==> config.mk <==
export PLATFORM = sky130hd
export DESIGN_NAME = imem_port_arbiter_flat
export DESIGN_NICKNAME = d
export VERILOG_FILES = /design/src/rtl/imem_pkg.sv /design/src/rtl/imem_port_arbiter_if.sv /design/src/rtl/imem_resp_slot.sv /design/src/rtl/imem_port_arbiter.sv /design/src/flat_wrapper.sv
export SDC_FILE = /design/constraint.sdc
export NUM_CORES = 1
export LEC_CHECK = 0
export CAP_MARGIN = 10
export CORE_UTILIZATION = 46
export CTS_CLUSTER_DIAMETER = 200
export DETAILED_ROUTE_END_ITERATION = 8
export PLACE_DENSITY = 0.81
export SLEW_MARGIN = 20
export SYNTH_ARGS = -nofsm -noshare
export SYNTH_HDL_FRONTEND = slang
export SYNTH_HIERARCHICAL = 1
export SYNTH_SLANG_ARGS = --single-unit
==> constraint.sdc <==
create_clock -name clk -period 3.4 [get_ports clk]
set_input_delay 0.85 -clock clk [delete_from_list [all_inputs] [get_ports clk]]
set_output_delay 0.85 -clock clk [all_outputs]
set_load 0.005 [all_outputs]
==> src/rtl/imem_pkg.sv <==
// Shared types and helpers for the instruction-memory port arbiter.
package imem_pkg;
  localparam int IMEM_WORD_W = 32;

  typedef struct packed {
    logic        valid;
    logic [31:0] addr;
  } imem_req_t;

  typedef struct packed {
    logic                   valid;
    logic [IMEM_WORD_W-1:0] data;
    logic                   err;
  } imem_resp_t;

  // Word-aligned and inside the memory.
  function automatic logic addr_ok(input logic [31:0] addr, input int unsigned depth);
    return (addr[1:0] == 2'b00) && (64'(addr) < (64'(depth) * 64'd4));
  endfunction
endpackage

==> src/rtl/imem_port_arbiter_if.sv <==
// One requester port of the arbiter: request handshake plus response slot.
interface imem_port_if;
  import imem_pkg::*;
  logic                   req_valid;
  logic [31:0]            req_addr;
  logic                   req_ready;
  logic                   resp_valid;
  logic [IMEM_WORD_W-1:0] resp_data;
  logic                   resp_err;
  logic                   resp_ready;

  modport master (output req_valid, req_addr, resp_ready,
                  input  req_ready, resp_valid, resp_data, resp_err);
  modport slave  (input  req_valid, req_addr, resp_ready,
                  output req_ready, resp_valid, resp_data, resp_err);
endinterface

==> src/rtl/imem_resp_slot.sv <==
// One-entry response register; a load in the same cycle as a drain wins.
module imem_resp_slot
  import imem_pkg::*;
(
  input  logic                   clk,
  input  logic                   rst_n,
  input  logic                   load,
  input  logic                   load_err,
  input  logic [IMEM_WORD_W-1:0] load_data,
  input  logic                   ready,
  output imem_resp_t             resp,
  output logic                   free
);
  assign free = !resp.valid || ready;

  always_ff @(posedge clk or negedge rst_n) begin
    if (!rst_n) begin
      resp <= '0;
    end else if (load) begin
      resp.valid <= 1'b1;
      resp.err   <= load_err;
      resp.data  <= load_err ? '0 : load_data;
    end else if (ready) begin
      resp.valid <= 1'b0;
    end
  end
endmodule

==> src/rtl/imem_port_arbiter.sv <==
// Two-port arbiter for the imem read port: fetch priority with a debug starvation guard.
// Optional grant/error counters enabled by IMEM_ARB_STATS_EN.
module imem_port_arbiter
  import imem_pkg::*;
#(
  parameter int DEPTH      = 1024,
  parameter int MAX_STREAK = 4
) (
  input  logic                   clk,
  input  logic                   rst_n,
  imem_port_if.slave             f,
  imem_port_if.slave             d,
  output logic [31:0]            imem_addr,
  input  logic [IMEM_WORD_W-1:0] imem_rdata
`ifdef IMEM_ARB_STATS_EN
  ,
  output logic [31:0]            stat_f_grants,
  output logic [31:0]            stat_d_grants,
  output logic [15:0]            stat_err_cnt
`endif
);
  localparam int SW = $clog2(MAX_STREAK + 1);
  localparam logic [SW-1:0] STREAK_MAX = SW'(MAX_STREAK);

  imem_req_t   req [2];
  imem_resp_t  rsp [2];
  logic [1:0]  free, elig, gnt, rdy;
  logic [SW-1:0] streak;
  logic [31:0] addr_sel, last_addr;
  logic        bad;

  assign req[0] = '{valid: f.req_valid, addr: f.req_addr};
  assign req[1] = '{valid: d.req_valid, addr: d.req_addr};
  assign rdy    = {d.resp_ready, f.resp_ready};

  // Gating with rst_n keeps every grant off while reset is held.
  assign elig[0] = req[0].valid && free[0] && rst_n;
  assign elig[1] = req[1].valid && free[1] && rst_n;
  assign gnt[1]  = elig[1] && ((streak == STREAK_MAX) || !elig[0]);
  assign gnt[0]  = elig[0] && !gnt[1];

  assign addr_sel  = gnt[1] ? req[1].addr : req[0].addr;
  assign imem_addr = (|gnt) ? addr_sel : last_addr;
  assign bad       = !addr_ok(addr_sel, DEPTH);

  for (genvar g = 0; g < 2; g++) begin : g_slot
    imem_resp_slot u_slot (
      .clk       (clk),
      .rst_n     (rst_n),
      .load      (gnt[g]),
      .load_err  (bad),
      .load_data (imem_rdata),
      .ready     (rdy[g]),
      .resp      (rsp[g]),
      .free      (free[g])
    );
  end

  assign f.req_ready  = gnt[0];
  assign f.resp_valid = rsp[0].valid;
  assign f.resp_data  = rsp[0].data;
  assign f.resp_err   = rsp[0].err;
  assign d.req_ready  = gnt[1];
  assign d.resp_valid = rsp[1].valid;
  assign d.resp_data  = rsp[1].data;
  assign d.resp_err   = rsp[1].err;

  always_ff @(posedge clk or negedge rst_n) begin
    if (!rst_n) begin
      last_addr <= '0;
      streak    <= '0;
    end else begin
      if (|gnt) last_addr <= addr_sel;
      // Streak only counts fetch wins while debug is actually waiting.
      if (!req[1].valid || gnt[1])
        streak <= '0;
      else if (gnt[0] && streak != STREAK_MAX)
        streak <= streak + SW'(1);
    end
  end

`ifdef IMEM_ARB_STATS_EN
  always_ff @(posedge clk or negedge rst_n) begin
    if (!rst_n) begin
      stat_f_grants <= '0;
      stat_d_grants <= '0;
      stat_err_cnt  <= '0;
    end else begin
      if (gnt[0]) stat_f_grants <= stat_f_grants + 32'd1;
      if (gnt[1]) stat_d_grants <= stat_d_grants + 32'd1;
      if ((|gnt) && bad && stat_err_cnt != 16'hFFFF)
        stat_err_cnt <= stat_err_cnt + 16'd1;
    end
  end
`endif
endmodule

==> src/flat_wrapper.sv <==
// flat-port wrapper written by rule: the top's interface ports become plain ports
module imem_port_arbiter_flat import imem_pkg::*;
#(
  parameter int DEPTH      = 1024,
  parameter int MAX_STREAK = 4
)
  (clk, rst_n, imem_addr, imem_rdata, f_req_valid, f_req_addr, f_resp_ready, f_req_ready, f_resp_valid, f_resp_data, f_resp_err, d_req_valid, d_req_addr, d_resp_ready, d_req_ready, d_resp_valid, d_resp_data, d_resp_err);
  imem_port_if f_i ();
  imem_port_if d_i ();
  input  logic clk;
  input  logic rst_n;
  output logic [31:0] imem_addr;
  input  logic [IMEM_WORD_W-1:0] imem_rdata;
  input wire logic [$bits(f_i.req_valid)-1:0] f_req_valid;
  input wire logic [$bits(f_i.req_addr)-1:0] f_req_addr;
  input wire logic [$bits(f_i.resp_ready)-1:0] f_resp_ready;
  output wire logic [$bits(f_i.req_ready)-1:0] f_req_ready;
  output wire logic [$bits(f_i.resp_valid)-1:0] f_resp_valid;
  output wire logic [$bits(f_i.resp_data)-1:0] f_resp_data;
  output wire logic [$bits(f_i.resp_err)-1:0] f_resp_err;
  input wire logic [$bits(d_i.req_valid)-1:0] d_req_valid;
  input wire logic [$bits(d_i.req_addr)-1:0] d_req_addr;
  input wire logic [$bits(d_i.resp_ready)-1:0] d_resp_ready;
  output wire logic [$bits(d_i.req_ready)-1:0] d_req_ready;
  output wire logic [$bits(d_i.resp_valid)-1:0] d_resp_valid;
  output wire logic [$bits(d_i.resp_data)-1:0] d_resp_data;
  output wire logic [$bits(d_i.resp_err)-1:0] d_resp_err;
  assign f_i.req_valid = f_req_valid;
  assign f_i.req_addr = f_req_addr;
  assign f_i.resp_ready = f_resp_ready;
  assign f_req_ready = f_i.req_ready;
  assign f_resp_valid = f_i.resp_valid;
  assign f_resp_data = f_i.resp_data;
  assign f_resp_err = f_i.resp_err;
  assign d_i.req_valid = d_req_valid;
  assign d_i.req_addr = d_req_addr;
  assign d_i.resp_ready = d_resp_ready;
  assign d_req_ready = d_i.req_ready;
  assign d_resp_valid = d_i.resp_valid;
  assign d_resp_data = d_i.resp_data;
  assign d_resp_err = d_i.resp_err;
  imem_port_arbiter #(.DEPTH(DEPTH), .MAX_STREAK(MAX_STREAK)) u_core (.clk(clk), .rst_n(rst_n), .f(f_i), .d(d_i), .imem_addr(imem_addr), .imem_rdata(imem_rdata));
endmodule
==> impl_summary.txt <==
----------------------------------------------------
[STA]
  RSZ-0062 raised after global routing ... no
  Setup violations, final ... 0
  Final cycle utilization of the critical path ... 96.2%
  Highest Clock Rate ... 0.306 GHz
  Count of pins over their slew limit ... 0
  Clock tree skew after final layout ... 0.00736 ns
  Minimum clock period after layout ... 3.27 ns
  Transition at the pin with the smallest max-transition slack ... 0.879 ns
  Worst slew margin relative to its limit ... 41.4%
  Total count of hold-check failures in the final report ... 0

[Worst setup path]
  Setup slack, reg-to-reg ... 0.35 ns
  Crit path launch ... f_resp_ready
  R2R Path End ... u_core/last_addr[31]
  Data arrival time of the worst path ... 2.42 ns
  Worst R2R Start ... u_core/streak[0]
  Crit path capture ... imem_addr[6]
  Required time at the worst-slack endpoint ... 2.55 ns
  Sort of element at the end of the critical path ... output pin
  Nature of the critical path startpoint ... input port
  Critical path type ... in -> out
  Crit Path Max Fanout ... 6
  Cells on worst reg2reg path ... 20

[Finish]
  Final core area utilization ... 75.4%
  Final instance area ... 7750 um2
  Layout overhead on the synthesized area ... 59.3%
  Layout cells sized above 1 ... 22.2%
  Fin nets ... 856
  N_diodes ... 0

[Yosys]
  Yosys warning count ... 6
  Post-synthesis instance area ... 4870 um2
  Most area-consuming cells after synthesis ... sky130_fd_sc_hd__dfrtp_1, sky130_fd_sc_hd__nand3b_1, sky130_fd_sc_hd__inv_1, sky130_fd_sc_hd__o21ai_0, sky130_fd_sc_hd__nand2_1
  Total nets after synthesis ... 586
  Async SR Flop Fraction ... 100%
  Number of synthesized register bits ... 103
  Part of the Yosys area used for sequential elements ... 53.0%
  Synth area leader ... sky130_fd_sc_hd__dfrtp_1
  Post-synth top area share ... 53.0%
  Most frequent cells after synthesis ... sky130_fd_sc_hd__dfrtp_1, sky130_fd_sc_hd__inv_1, sky130_fd_sc_hd__nand3b_1
  Number of synthesized flops with an enable pin ... 0
  Distinct cells, synth ... 32
  Post-synthesis area per instance ... 10.1 um2
  Cell with the most instances after synthesis ... sky130_fd_sc_hd__dfrtp_1
  Predominant post-synthesis flop cell ... sky130_fd_sc_hd__dfrtp_1
  Post-Synthesis Cells ... 482

[Floorplan]
  Core region area ... 10,300 um2
  Total Die Area ... 11,000 um2
  Width of the die ... 105 um
  Die span in y ... 105 um
  Starting density of the core ... 47.3%
  Io pins ... 204
  Core Rows ... 37

[Routing]
  Residual antenna-violating net count after detailed routing ... 0
  Via-to-Cell Ratio ... 5.27
  Overall via count from detail_route ... 4,709
  Post-detailed-route DRC marker count ... 0
  DRT Pass-1 Iters ... 7
  Number of DRC violations after detailed-routing iteration 0 ... 316
  Total Wirelength ... 15,400 um
  Routed wirelength normalized by instance count ... 17.3 um

[CTS]
  Maximum clock insertion buffer count ... 2
  Number of levels in the clock H-tree ... 3
  Count of hold-fix buffers inserted at cts ... 0
  Number of clock sinks seen by CTS ... 103
  Clk_lat worst skew ... 0.36 ns
  Clock tree from TritonCTS ... built
  Clk pin slew, worst setup/hold paths ... 0.10 ns
  Num CTS Buffers ... 9
  Clock root buffer ... sky130_fd_sc_hd__clkbuf_8

[Global route]
  Number of antenna violations at the first check in global routing ... 0
  Leftover overflow at the end of global routing ... 0
  Maximum number of pins on one net before global-route repair ... 70
  First-pass GRT wire length ... 24,600 um
  GRT Resource Usage Total ... 28.8%
  Number of global-route vias before repair ... 4,766

[Pwr]
  Clock group share of total power ... 25.2%
  Switching Fraction ... 27.4%
  Relative contribution of combinational cells to total power ... 26.8%
  Largest voltage drop on the vdd net ... 0.195 mV
  Internal power summed over all cells ... 1.99 mW
  Pwr per Cell Area ... 354 nW/um2
  Share of power burned in registers ... 48.0%
  Net Switching ... 752 uW
  LEAKAGE ... 3.30 nW

[Place]
  Post-detailed-placement cell area ... 7080 um2
  Last weighted congestion value of the routability-driven placer ... 0.852
  IO buf count ... 203
  Half-perimeter wire length after placement ... 9700 um

[Flow run]
  Number of max-cap violations ... 0

[Hold path]
  Hold crit path type ... in -> async

[Run status]
  Outcome ... complete, no violations

----------------------------------------------------
logic make-up after synthesis:
logic type	Yosys count	synth area share, %
AO/OA/AOI/OAI	103	14.5
adder cells (fa/ha/maj)	2	0.514
buffers and inverters	99	11.2
flip-flops	103	53.0
multiplexers	3	0.823
AND/OR/NAND/NOR	172	20.0
area by class of cell:
class	count	area, um2
Sequential cell	103	2580
Clock buffer	12	135
Fill cell	716	2530
Timing Repair Buffer	291	2760
Multi-Input combinational cell	280	1820
Clock inverter	4	31.3
Tap cell	136	170
Inverter	67	254
repair_timing:
action,in CTS,in global routing
pin swaps,1,1
buffers inserted,48,0
endpoints found under the hold margin,0,0
cloned,5,0
resized for setup,145,5
endpoints found under the setup margin,34,22
worst min-delay path by stage:
stage	startpoint	end	slack, ns	cells after the start
floorplan	u_core/g_slot[0].u_slot/resp[33]	u_core/g_slot[0].u_slot/resp[33]	0.50	2
global placement	u_core/g_slot[0].u_slot/resp[25]	u_core/g_slot[0].u_slot/resp[25]	0.50	2
detailed placement	u_core/g_slot[1].u_slot/resp[0]	u_core/g_slot[1].u_slot/resp[0]	0.50	1
CTS	rst_n	u_core/g_slot[0].u_slot/resp[33]	0.28	1
global route	rst_n	u_core/g_slot[0].u_slot/resp[33]	0.28	1
finish	rst_n	u_core/g_slot[0].u_slot/resp[33]	0.29	1
registers in the layout, indices dropped and copies added (netlist names):
name                       flops
u_core/g_slot.u_slot/resp     68
u_core/last_addr              32
u_core/streak                  3
critical path: stages:
cell and delay (ns):
sky130_fd_sc_hd__dlygate4sd2_1 0.23, sky130_fd_sc_hd__nand2b_4 0.15, sky130_fd_sc_hd__nand2_4 0.07, sky130_fd_sc_hd__buf_6 0.10
sky130_fd_sc_hd__a21boi_4 0.06, sky130_fd_sc_hd__buf_12 0.13, sky130_fd_sc_hd__and2_4 0.15, sky130_fd_sc_hd__buf_4 0.15
sky130_fd_sc_hd__a221o_1 0.31, sky130_fd_sc_hd__clkdlybuf4s15_1 0.22
placed cells by master (no fill, tap or decap), types with 3 or more instances in the layout:
cell and instances:
sky130_fd_sc_hd__buf_12 5, sky130_fd_sc_hd__o21ai_0 39, sky130_fd_sc_hd__nor4_1 10, sky130_fd_sc_hd__nand4_1 4
sky130_fd_sc_hd__clkdlybuf4s15_1 4, sky130_fd_sc_hd__nor2_1 24, sky130_fd_sc_hd__a31oi_1 17, sky130_fd_sc_hd__buf_6 5
sky130_fd_sc_hd__buf_16 6, sky130_fd_sc_hd__buf_4 72, sky130_fd_sc_hd__inv_1 66, sky130_fd_sc_hd__clkbuf_8 9
sky130_fd_sc_hd__nand2_1 49, sky130_fd_sc_hd__o21ai_1 8, sky130_fd_sc_hd__nor2b_1 9, sky130_fd_sc_hd__nand3b_1 64
sky130_fd_sc_hd__o21ai_2 20, sky130_fd_sc_hd__clkinvlp_4 3, sky130_fd_sc_hd__a31oi_2 5, sky130_fd_sc_hd__a221o_1 10
sky130_fd_sc_hd__dfrtp_1 103, sky130_fd_sc_hd__buf_2 28, sky130_fd_sc_hd__clkdlybuf4s50_1 165, sky130_fd_sc_hd__dlygate4sd2_1 3
sky130_fd_sc_hd__clkbuf_1 3
routing by layer:
layer  global-route usage (%)  vias to the layer above  wire (um)
met4                     15.5                        0        664
met5                        0                        -          0
li1                         -                     2173          -
met1                     36.7                     2255       6220
met2                     46.3                      223       7420
met3                     5.86                       58       1110
power groups by stage:
stage | logic [mW] | registers, mW | clock network (mW)
after floorplan | 0.219 | 1.33 | 0
after CTS | 0.718 | 1.32 | 0.712
after global placement | 0.585 | 1.34 | 0
after global routing | 0.784 | 1.32 | 0.762
final | 0.736 | 1.32 | 0.690
after detailed placement | 0.599 | 1.34 | 0
through the flow:
stage / setup TNS, ns / power (mW) / hold WS (ns) / std cells / setup WS [ns]
6_report: 0 / 2.74 / 0.294 / 893 / 0.130
3_5_place_dp: -26.93 / 1.94 / 0.499 / 823 / -0.423
5_1_grt: 0 / 2.87 / 0.277 / 893 / 0.0696
4_1_cts: -0.00743 / 2.75 / 0.281 / 892 / -0.00743
2_1_floorplan: 0 / 1.55 / 0.502 / 482 / 0.585
3_3_place_gp: -22.04 / 1.92 / 0.496 / 823 / -0.367
Note: power is estimated with default switching activity, not from simulation.
